File: config.mk
export PLATFORM = sky130hd
export DESIGN_NAME = ahb_burst_master_flat
export DESIGN_NICKNAME = d
export VERILOG_FILES = /design/src/rtl/ahb_burst_master_if.sv /design/src/rtl/ahb_burst_master.sv /design/src/flat_wrapper.sv
export SDC_FILE = /design/constraint.sdc
export NUM_CORES = 1
export LEC_CHECK = 0
export ABC_AREA = 1
export BUFFER_PORTS_ARGS = -buffer_cell sky130_fd_sc_hd__clkbuf_2
export CAP_MARGIN = 5
export CELL_PAD_IN_SITES_DETAIL_PLACEMENT = 1
export CELL_PAD_IN_SITES_GLOBAL_PLACEMENT = 2
export CORE_MARGIN = 2
export CORE_UTILIZATION = 34
export CTS_BUF_LIST = sky130_fd_sc_hd__clkbuf_4
export DETAILED_ROUTE_END_ITERATION = 16
export PLACE_DENSITY = 0.95
export SKIP_CTS_REPAIR_TIMING = 1
export SYNTH_ARGS = -nofsm -noshare
export SYNTH_HDL_FRONTEND = slang
export SYNTH_SLANG_ARGS = --single-unit
File: constraint.sdc
create_clock -name HCLK -period 3.4 [get_ports HCLK]
set_clock_uncertainty 0.1 [all_clocks]
set_input_delay 0.17 -clock HCLK [delete_from_list [all_inputs] [get_ports HCLK]]
set_output_delay 0.17 -clock HCLK [all_outputs]
set_load 0.1 [all_outputs]
File: src/rtl/ahb_burst_master_if.sv
// Command and AHB-Lite bus bundle for ahb_burst_master.
// master = the burst engine, slave = the bus/command environment.
interface ahb_burst_master_if;
  logic         cmd_valid;
  logic         cmd_ready;
  logic         cmd_write;
  logic [31:0]  cmd_addr;
  logic [2:0]   cmd_size;
  logic         cmd_len4;
  logic [127:0] cmd_wdata;
  logic [127:0] rd_data;
  logic         done;
  logic         err;
  logic         HSEL;
  logic [31:0]  HADDR;
  logic         HWRITE;
  logic [1:0]   HTRANS;
  logic [2:0]   HSIZE;
  logic [2:0]   HBURST;
  logic [31:0]  HWDATA;
  logic         HREADY;
  logic [31:0]  HRDATA;
  logic [1:0]   HRESP;

  modport master (
    input  cmd_valid, cmd_write, cmd_addr, cmd_size,
    input  cmd_len4, cmd_wdata,
    input  HREADY, HRDATA, HRESP,
    output cmd_ready, rd_data, done, err,
    output HSEL, HADDR, HWRITE, HTRANS, HSIZE,
    output HBURST, HWDATA
  );

  modport slave (
    output cmd_valid, cmd_write, cmd_addr, cmd_size,
    output cmd_len4, cmd_wdata,
    output HREADY, HRDATA, HRESP,
    input  cmd_ready, rd_data, done, err,
    input  HSEL, HADDR, HWRITE, HTRANS, HSIZE,
    input  HBURST, HWDATA
  );
endinterface

File: src/rtl/ahb_burst_master.sv
// AHB-Lite SINGLE/INCR4 burst master with pipelined address/data phases.
// Optional macro AHB_MST_TIMEOUT_EN adds an HREADY-low abort counter.
module ahb_burst_master #(
  parameter int TIMEOUT_CYCLES = 16
) (
  input logic HCLK,
  input logic HRESETn,
  ahb_burst_master_if.master bus
);
  typedef enum logic [1:0] {
    S_IDLE, S_ADDR, S_DATA, S_ERR
  } state_t;

  localparam logic [1:0] T_IDLE = 2'b00;
  localparam logic [1:0] T_NSEQ = 2'b10;
  localparam logic [1:0] T_SEQ  = 2'b11;

  if (TIMEOUT_CYCLES < 1) begin : g_bad_timeout
    $error("TIMEOUT_CYCLES must be at least 1");
  end

  state_t state, state_d;
  logic         wr_q, len4_q, d_act;
  logic         done_q, err_q;
  logic [1:0]   size_q, a_idx, d_idx, d_lane;
  logic [1:0]   trans_q, sz_in;
  logic [31:0]  addr_q, hwdata_q, nxt_addr;
  logic [31:0]  beat_w, addr_al;
  logic [127:0] wdata_q, rdata_q;
  logic accept, a_go, d_go, fin, fin_err;
  logic last_a, resp_err, to_hit, cancel;

  function automatic logic [31:0] lane_wr(
    input logic [31:0] b,
    input logic [1:0]  s
  );
    unique case (1'b1)
      s == 2'd0: lane_wr = {4{b[7:0]}};
      s == 2'd1: lane_wr = {2{b[15:0]}};
      default:   lane_wr = b;
    endcase
  endfunction

  function automatic logic [31:0] lane_rd(
    input logic [31:0] d,
    input logic [1:0]  s,
    input logic [1:0]  a
  );
    unique case (1'b1)
      s == 2'd0: lane_rd = {24'd0, d[{a, 3'b000} +: 8]};
      s == 2'd1: lane_rd = {16'd0, a[1] ? d[31:16] : d[15:0]};
      default:   lane_rd = d;
    endcase
  endfunction

  assign sz_in = (bus.cmd_size > 3'd2) ? 2'd2
                                       : bus.cmd_size[1:0];
  assign addr_al = bus.cmd_addr
                 & ~((32'd1 << sz_in) - 32'd1);
  assign last_a   = !len4_q || (a_idx == 2'd3);
  assign resp_err = (bus.HRESP == 2'b01) && !bus.HREADY;
  assign nxt_addr = addr_q + (32'd1 << size_q);
  assign beat_w   = wdata_q[{a_idx, 5'b00000} +: 32];

`ifdef AHB_MST_TIMEOUT_EN
  localparam int TW = $clog2(TIMEOUT_CYCLES + 1);
  logic [TW-1:0] to_cnt;
  logic busy;

  assign busy   = (state == S_ADDR) || (state == S_DATA);
  assign to_hit = busy && !bus.HREADY
               && (to_cnt == TW'(TIMEOUT_CYCLES - 1));

  always_ff @(posedge HCLK or negedge HRESETn) begin
    if (!HRESETn) begin
      to_cnt <= '0;
    end else if (busy && !bus.HREADY && !to_hit) begin
      to_cnt <= to_cnt + 1'b1;
    end else begin
      to_cnt <= '0;
    end
  end
`else
  assign to_hit = 1'b0;
`endif

  always_comb begin
    state_d = state;
    accept  = 1'b0;
    a_go    = 1'b0;
    d_go    = 1'b0;
    fin     = 1'b0;
    fin_err = 1'b0;
    unique case (state)
      S_IDLE: begin
        if (bus.cmd_valid) begin
          accept  = 1'b1;
          state_d = S_ADDR;
        end
      end
      S_ADDR: begin
        if (to_hit) begin
          state_d = S_IDLE;
          fin     = 1'b1;
          fin_err = 1'b1;
        end else if (d_act && resp_err) begin
          state_d = S_ERR;
        end else if (bus.HREADY) begin
          a_go = 1'b1;
          d_go = d_act;
          if (last_a) state_d = S_DATA;
        end
      end
      S_DATA: begin
        if (to_hit) begin
          state_d = S_IDLE;
          fin     = 1'b1;
          fin_err = 1'b1;
        end else if (resp_err) begin
          state_d = S_ERR;
        end else if (bus.HREADY) begin
          d_go    = 1'b1;
          fin     = 1'b1;
          state_d = S_IDLE;
        end
      end
      S_ERR: begin
        if (bus.HREADY) begin
          fin     = 1'b1;
          fin_err = 1'b1;
          state_d = S_IDLE;
        end
      end
      default: state_d = S_IDLE;
    endcase
  end

  always_ff @(posedge HCLK or negedge HRESETn) begin
    if (!HRESETn) state <= S_IDLE;
    else          state <= state_d;
  end

  always_ff @(posedge HCLK or negedge HRESETn) begin
    if (!HRESETn) begin
      wr_q     <= 1'b0;
      len4_q   <= 1'b0;
      size_q   <= 2'd0;
      wdata_q  <= '0;
      addr_q   <= '0;
      trans_q  <= T_IDLE;
      a_idx    <= 2'd0;
      d_idx    <= 2'd0;
      d_lane   <= 2'd0;
      d_act    <= 1'b0;
      hwdata_q <= '0;
      rdata_q  <= '0;
      done_q   <= 1'b0;
      err_q    <= 1'b0;
    end else begin
      done_q <= fin;
      err_q  <= fin_err;
      if (accept) begin
        wr_q    <= bus.cmd_write;
        len4_q  <= bus.cmd_len4;
        size_q  <= sz_in;
        wdata_q <= bus.cmd_wdata;
        addr_q  <= addr_al;
        trans_q <= T_NSEQ;
        a_idx   <= 2'd0;
        d_act   <= 1'b0;
        rdata_q <= '0;
      end
      if (a_go) begin
        d_act    <= 1'b1;
        d_idx    <= a_idx;
        d_lane   <= addr_q[1:0];
        hwdata_q <= lane_wr(beat_w, size_q);
        if (!last_a) begin
          a_idx  <= a_idx + 2'd1;
          addr_q <= nxt_addr;
          // a beat that opens a new 1KB region restarts the burst
          trans_q <= (nxt_addr[9:0] == 10'd0) ? T_NSEQ
                                              : T_SEQ;
        end
      end
      if (d_go && !wr_q) begin
        rdata_q[{d_idx, 5'b00000} +: 32] <=
          lane_rd(bus.HRDATA, size_q, d_lane);
      end
      if (fin) d_act <= 1'b0;
    end
  end

  // an ERROR wait state cancels the pending beat in the same cycle
  assign cancel = (d_act && resp_err) || to_hit;

  assign bus.cmd_ready = (state == S_IDLE);
  assign bus.HSEL      = (state != S_IDLE);
  assign bus.HTRANS    = (state == S_ADDR && !cancel)
                       ? trans_q : T_IDLE;
  assign bus.HADDR     = addr_q;
  assign bus.HWRITE    = wr_q;
  assign bus.HSIZE     = {1'b0, size_q};
  assign bus.HBURST    = len4_q ? 3'b011 : 3'b000;
  assign bus.HWDATA    = hwdata_q;
  assign bus.rd_data   = rdata_q;
  assign bus.done      = done_q;
  assign bus.err       = err_q;
endmodule

File: src/flat_wrapper.sv
// flat-port wrapper written by rule: the top's interface ports become plain ports
module ahb_burst_master_flat 
#(
  parameter int TIMEOUT_CYCLES = 16
)
  (HCLK, HRESETn, bus_cmd_valid, bus_cmd_write, bus_cmd_addr, bus_cmd_size, bus_cmd_len4, bus_cmd_wdata, bus_HREADY, bus_HRDATA, bus_HRESP, bus_cmd_ready, bus_rd_data, bus_done, bus_err, bus_HSEL, bus_HADDR, bus_HWRITE, bus_HTRANS, bus_HSIZE, bus_HBURST, bus_HWDATA);
  ahb_burst_master_if bus_i ();
  input logic HCLK;
  input logic HRESETn;
  input wire logic [$bits(bus_i.cmd_valid)-1:0] bus_cmd_valid;
  input wire logic [$bits(bus_i.cmd_write)-1:0] bus_cmd_write;
  input wire logic [$bits(bus_i.cmd_addr)-1:0] bus_cmd_addr;
  input wire logic [$bits(bus_i.cmd_size)-1:0] bus_cmd_size;
  input wire logic [$bits(bus_i.cmd_len4)-1:0] bus_cmd_len4;
  input wire logic [$bits(bus_i.cmd_wdata)-1:0] bus_cmd_wdata;
  input wire logic [$bits(bus_i.HREADY)-1:0] bus_HREADY;
  input wire logic [$bits(bus_i.HRDATA)-1:0] bus_HRDATA;
  input wire logic [$bits(bus_i.HRESP)-1:0] bus_HRESP;
  output wire logic [$bits(bus_i.cmd_ready)-1:0] bus_cmd_ready;
  output wire logic [$bits(bus_i.rd_data)-1:0] bus_rd_data;
  output wire logic [$bits(bus_i.done)-1:0] bus_done;
  output wire logic [$bits(bus_i.err)-1:0] bus_err;
  output wire logic [$bits(bus_i.HSEL)-1:0] bus_HSEL;
  output wire logic [$bits(bus_i.HADDR)-1:0] bus_HADDR;
  output wire logic [$bits(bus_i.HWRITE)-1:0] bus_HWRITE;
  output wire logic [$bits(bus_i.HTRANS)-1:0] bus_HTRANS;
  output wire logic [$bits(bus_i.HSIZE)-1:0] bus_HSIZE;
  output wire logic [$bits(bus_i.HBURST)-1:0] bus_HBURST;
  output wire logic [$bits(bus_i.HWDATA)-1:0] bus_HWDATA;
  assign bus_i.cmd_valid = bus_cmd_valid;
  assign bus_i.cmd_write = bus_cmd_write;
  assign bus_i.cmd_addr = bus_cmd_addr;
  assign bus_i.cmd_size = bus_cmd_size;
  assign bus_i.cmd_len4 = bus_cmd_len4;
  assign bus_i.cmd_wdata = bus_cmd_wdata;
  assign bus_i.HREADY = bus_HREADY;
  assign bus_i.HRDATA = bus_HRDATA;
  assign bus_i.HRESP = bus_HRESP;
  assign bus_cmd_ready = bus_i.cmd_ready;
  assign bus_rd_data = bus_i.rd_data;
  assign bus_done = bus_i.done;
  assign bus_err = bus_i.err;
  assign bus_HSEL = bus_i.HSEL;
  assign bus_HADDR = bus_i.HADDR;
  assign bus_HWRITE = bus_i.HWRITE;
  assign bus_HTRANS = bus_i.HTRANS;
  assign bus_HSIZE = bus_i.HSIZE;
  assign bus_HBURST = bus_i.HBURST;
  assign bus_HWDATA = bus_i.HWDATA;
  ahb_burst_master #(.TIMEOUT_CYCLES(TIMEOUT_CYCLES)) u_core (.HCLK(HCLK), .HRESETn(HRESETn), .bus(bus_i));
endmodule
**Yosys cells after proc, flatten, opt, wreduce, memory -nomap -nowiden**

Index checks and enable logic that the tools add are counted.

- Register bits: 337
- Input port bits: 203
- Word-level logic and storage cells: 93

- Add/subtract/negate cells: 4
- $lt $le $gt $ge: 1
- Equality and inequality tests: 9
- Shifts and indexed selects: 6
- Muxes and demuxes: 41
- Bitwise gates (word level): 2
- Reductions and logical operators: 15

Operator list:

| operator | number |
|---|---|
| $mux 128 | 2 |
| $bwmux 128 | 1 |
| $mux 32 | 4 |
| $pmux 32 s2 | 2 |
| $shift 32x9->128 const A | 1 |
| $shiftx 128x8->32 | 1 |
| $shiftx 32x9->128 | 1 |
| $shl 1x2->32 const A | 2 |
| $add 32x32->32 | 1 |
| $and 32x32->32 | 1 |
| $not 32->32 | 1 |
| $shiftx 32x6->8 | 1 |
| $sub 32x1->32 const B | 1 |
| $mux 2 | 15 |
| $mux 16 | 1 |
| $mux 1 | 13 |
| $logic_not 10->1 | 1 |
| $neg 7->9 | 1 |
| $pmux 2 s4 | 1 |
| $eq 2x1->1 const B | 3 |
| $eq 2x2->1 const B | 3 |
| $logic_and 1x1->1 | 4 |
| $logic_not 1->1 | 4 |
| $logic_not 2->1 | 2 |
| other kinds (10) | 11 |

**Longest topological paths before layout**

- Depth after elaboration: 10
- Mapped depth: 18

**Worst setup path before layout**

No wires, ideal clock.

- Path kind: flip-flop to flip-flop
- Start: register u_core.size_q[1]
- End: register u_core.addr_q[31] (netlist: u_core.bus.HADDR[31])
- Library setup time: 0.120 ns
- Arrival: 2.683 ns
- Data required time: 3.180 ns
- Path slack: 0.497 ns
- Stages on the path, launching flop included: 16
- Path buffers: 2
- Clock period less this slack: 2.903 ns
- Cell sequence: dfrtp_1 buf_6 clkbuf_1 nand2_1 inv_1 ha_1 nand2_1 nor2_1 inv_1 or2_4 nand2_4 nand3_1 nand2_1 nand2_1 o21ai_0 inv_1

- Word-level cells in the longest chain between the ends: 4

RTL lines:

| element | line | text |
|---|---|---|
| start: declaration | ahb_burst_master.sv:25 | `logic [1:0] size_q, a_idx, d_idx, d_lane;` |
| start signal: assignment | ahb_burst_master.sv:165 | `size_q <= sz_in;` |
| $shl 1x2->32 | ahb_burst_master.sv:62 | `assign nxt_addr = addr_q + (32'd1 << size_q);` |
| $add 32x32->32 | ahb_burst_master.sv:62 |  |
| $mux 32 | ahb_burst_master.sv:178 | `if (!last_a) begin` |
| $mux 32 | ahb_burst_master.sv:173 | `if (a_go) begin` |
| end signal: assignment | ahb_burst_master.sv:167 | `addr_q <= addr_al;` |
| end signal: assignment | ahb_burst_master.sv:180 | `addr_q <= nxt_addr;` |
| end: declaration | ahb_burst_master.sv:27 | `logic [31:0] addr_q, hwdata_q, nxt_addr;` |

No other way between the ends.
A chain may end at the register's enable or synchronous reset.

**Worst setup path in the final report**

- Start: register u_core.size_q[0]
- End: register u_core.addr_q[26] (netlist: u_core.bus.HADDR[26])

Same word-level chain as after synthesis.

==> results.tsv <==
stage	metric	value	unit
placement	routabilityCongestion	0.8868	
worst_setup_path	critPathMaxFanout	10	
detailed_routing	wirelength	78740	µm
die	start_util	0.3445	
finish	multi_input_area	6638	µm²
sta	slew_violations	0	
worst_setup_path	worst_setup_path_end_kind	flop	
die	core_area	46560	µm²
outcome	violations	hold timing	
logic_synthesis	yosysWarnings	0	
detailed_routing	routed.top_layer	met5	
worst_setup_path	critPathArrivalTime	3810	ps
cts	h-tree-depth	3	
logic_synthesis	syn_area	16040	µm²
die	design.die.area	48920	µm²
cts	cts_root_buf	clkbuf_4	
sta	whs	-3.881	ps
cts	clk_pin_slew	70	ps
sta	setup_viol	0	
global_routing	grt_pass1_wl	97180	µm
logic_synthesis	synth_enable_flop_cells	0	
power_and_ir_drop	seq_power_share	0.299	
sta	fin_crit_sh	0.9295	
detailed_routing	drtPass1Iterations	5	
finish	layout_commonest_cell	nand2_1	
worst_setup_path	worstSetupPathType	flop to flop	
cts	cts_tree	done	
logic_synthesis	ys_ff_latch	337	
placement	dp_hpwl	45770	µm
finish	drive_above_1_share	0.2211	
detailed_routing	m1WireLength	28960	µm
worst_setup_path	start_kind	flop	
sta	hold_viol	1	
power_and_ir_drop	ir_worst_vdd	0.0007388	V
min_path	hold_class	input pin to flop	
sta	period_needed	3160	ps
run	max-cap-violations	0	
logic_synthesis	ys.flop_type	dfrtp_1	
global_routing	antenna_found_initial	11	
global_routing	grt_start_max_net_pins	135	
logic_synthesis	synth_cell_types	47	
detailed_routing	ant_nets	0	
finish	area_growth	42.46	%
cts	cts_buffer_depth	3	
placement	dp_slack	811.6	ps
logic_synthesis	synth_area_per_cell	8.075	µm²
placement	port_buffers	405	
detailed_routing	wl_met2	39450	µm
worst_setup_path	required	4050	ps
finish	fillerInstances	5669	
sta	fmax	0.3164	GHz
global_routing	grt_use_total	0.2535	
worst_setup_path	ff2ff_path_depth	15	
logic_synthesis	async_flop_share	1.000	
power_and_ir_drop	pwr-share-clk	0.166	
cts	clock-sinks	337	
power_and_ir_drop	p_sw	0.01247	W
power_and_ir_drop	p_per_area	965.3	nW/µm²
detailed_routing	drtIter0Drc	1692	
detailed_routing	wl_met3	5488	µm
logic_synthesis	synth_seq_area_share	0.5258	
power_and_ir_drop	leakage	11.56	nW
die	ios	408	
detailed_routing	drc	0	
sta	relSlewSlack	0.4118	
global_routing	grt_overflow	0	
finish	mostFrequentLayoutCells	664 x nand2_1, 404 x clkbuf_2, 335 x dfrtp_1	
power_and_ir_drop	p_sw_frac	0.5652	
detailed_routing	via_per_inst	5.479	
cts	numCtsBuffers	94	
finish	fin_nets	2912	
detailed_routing	num_vias	18471	
die	die_w	221.2	µm
outcome	outcome	complete, but fails checks	
power_and_ir_drop	pwr-share-comb	0.534	
global_routing	grt_pass1_vias	16900	
die	rows	79	
finish	post-route-util	0.4907	
die	die_h	221.2	µm
sta	tightest_slew	881.3	ps
logic_synthesis	synthCells	1986	
power_and_ir_drop	p_int	0.009590	W
finish	register_area	8436	µm²
sta	rsz0062_at_grt	no	
min_path	hold_depth	4	
sta	postLayoutSetupSlackWorst	239.7	ps
power_and_ir_drop	p_total	0.02205	W
detailed_routing	wl_per_cell	23.36	µm
cts	clk_latency	860	ps
sta	setup_tns	0	ps
## Yosys cell counts, types with 5 or more instances
library cell | instances | area share
a21oi_1 | 63 | 0.020
nor2_1 | 130 | 0.030
o31ai_1 | 35 | 0.016
inv_1 | 109 | 0.026
o21ai_0 | 144 | 0.045
o22ai_1 | 97 | 0.038
xor2_1 | 5 | 0.0027
a31oi_1 | 11 | 0.0043
buf_4 | 5 | 0.0023
nand2_1 | 665 | 0.16
nand2_2 | 6 | 0.0023
a41oi_1 | 7 | 0.0038
ha_1 | 14 | 0.011
nand3_1 | 124 | 0.039
nand2_4 | 5 | 0.0035
nor3_1 | 17 | 0.0053
clkbuf_1 | 108 | 0.025
nand4_1 | 28 | 0.011
buf_2 | 13 | 0.0041
dfrtp_1 | 337 | 0.53
a22oi_1 | 5 | 0.0023
buf_1 | 6 | 0.0014
a211oi_1 | 8 | 0.0037
## cells by family after synthesis
logic type	count (synthesis)	synth area share
and+or+nand+nor	996	0.2582
AOI/OAI and AO/OA	381	0.1384
DFF	337	0.5258
buffers and inverters	248	0.06116
adders and majority gates	14	0.01092
xor gates and xnor gates	5	0.002730
muxes	4	0.002497
other	1	0.0002338
## power by group through the flow
stage | registers [W] | clock network, W | logic [W]
after floorplan | 0.00999 | 0 | 0.00440
after global routing | 0.00670 | 0.00391 | 0.0125
final | 0.00660 | 0.00366 | 0.0118
after detailed placement | 0.00652 | 0 | 0.0109
after CTS | 0.00647 | 0.00364 | 0.0109
after global placement | 0.00646 | 0 | 0.0107
## area by class of cell
cell class | instances | area share
repair buffers | 745 | 0.2388
well taps | 607 | 0.03324
clock inverters | 26 | 0.005093
multi-input cells | 1402 | 0.2905
inverters | 115 | 0.01944
diodes | 9 | 0.0009858
clock buffers | 130 | 0.04272
flip-flops and latches | 337 | 0.3692
## path summary, 6_finish.rpt
path / startpoint / to / slack (ps)
max: u_core.size_q[0] / u_core.bus.HADDR[26] / 240
min: bus_cmd_wdata[0] / u_core.wdata_q[0] / -4
max reg2reg: u_core.size_q[0] / u_core.bus.HADDR[26] / 240
min reg2reg: u_core.trans_q[1] / u_core.trans_q[1] / 370
max in group asynchronous: HRESETn / u_core.bus.rd_data[74] / 2130
min in group asynchronous: HRESETn / u_core.bus.HADDR[25] / 300
## stage by stage
step | hold slack, ps | std cells | cell area [µm²]
2_1_floorplan | -225.6 | 1987 | 16040
3_3_place_gp | 136.9 | 2897 | 18620
3_5_place_dp | 144.7 | 2897 | 18620
4_1_cts | -793.0 | 3053 | 19710
5_1_grt | -13.13 | 3370 | 22840
6_report | -3.881 | 3371 | 22850
## sequential cells by signal, summed over array words and instances (netlist names)
register and cells:
u_core.a_idx 2, u_core.bus.HADDR 32, u_core.bus.HWDATA 32, u_core.bus.HWRITE 1, u_core.bus.done 1, u_core.bus.err 1, u_core.bus.rd_data 128, u_core.d_act 1
u_core.d_idx 2, u_core.d_lane 2, u_core.len4_q 1, u_core.size_q 2, u_core.state 2, u_core.trans_q 2, u_core.wdata_q 128
## routing by layer
metal	global-route usage	vias to the layer above
li1	-	8064
met1	0.3173	9092
met2	0.4267	996
met3	0.04993	317
met4	0.1085	2
met5	0	-
## worst max-delay path: stages (launching register included)
cell and delay (ps):
dfrtp_1 500, nor2_1 170, buf_4 230, ha_1 270, ha_1 190, inv_1 60
nand2_2 90, nand2_2 70, nand2_4 100, nand2_4 100, nor2_8 170, nand3_2 140
nor2_1 150, nand2_1 70, a22oi_2 110, dlygate4sd3_1 560
No activity file was read; power rests on OpenSTA's default activity.
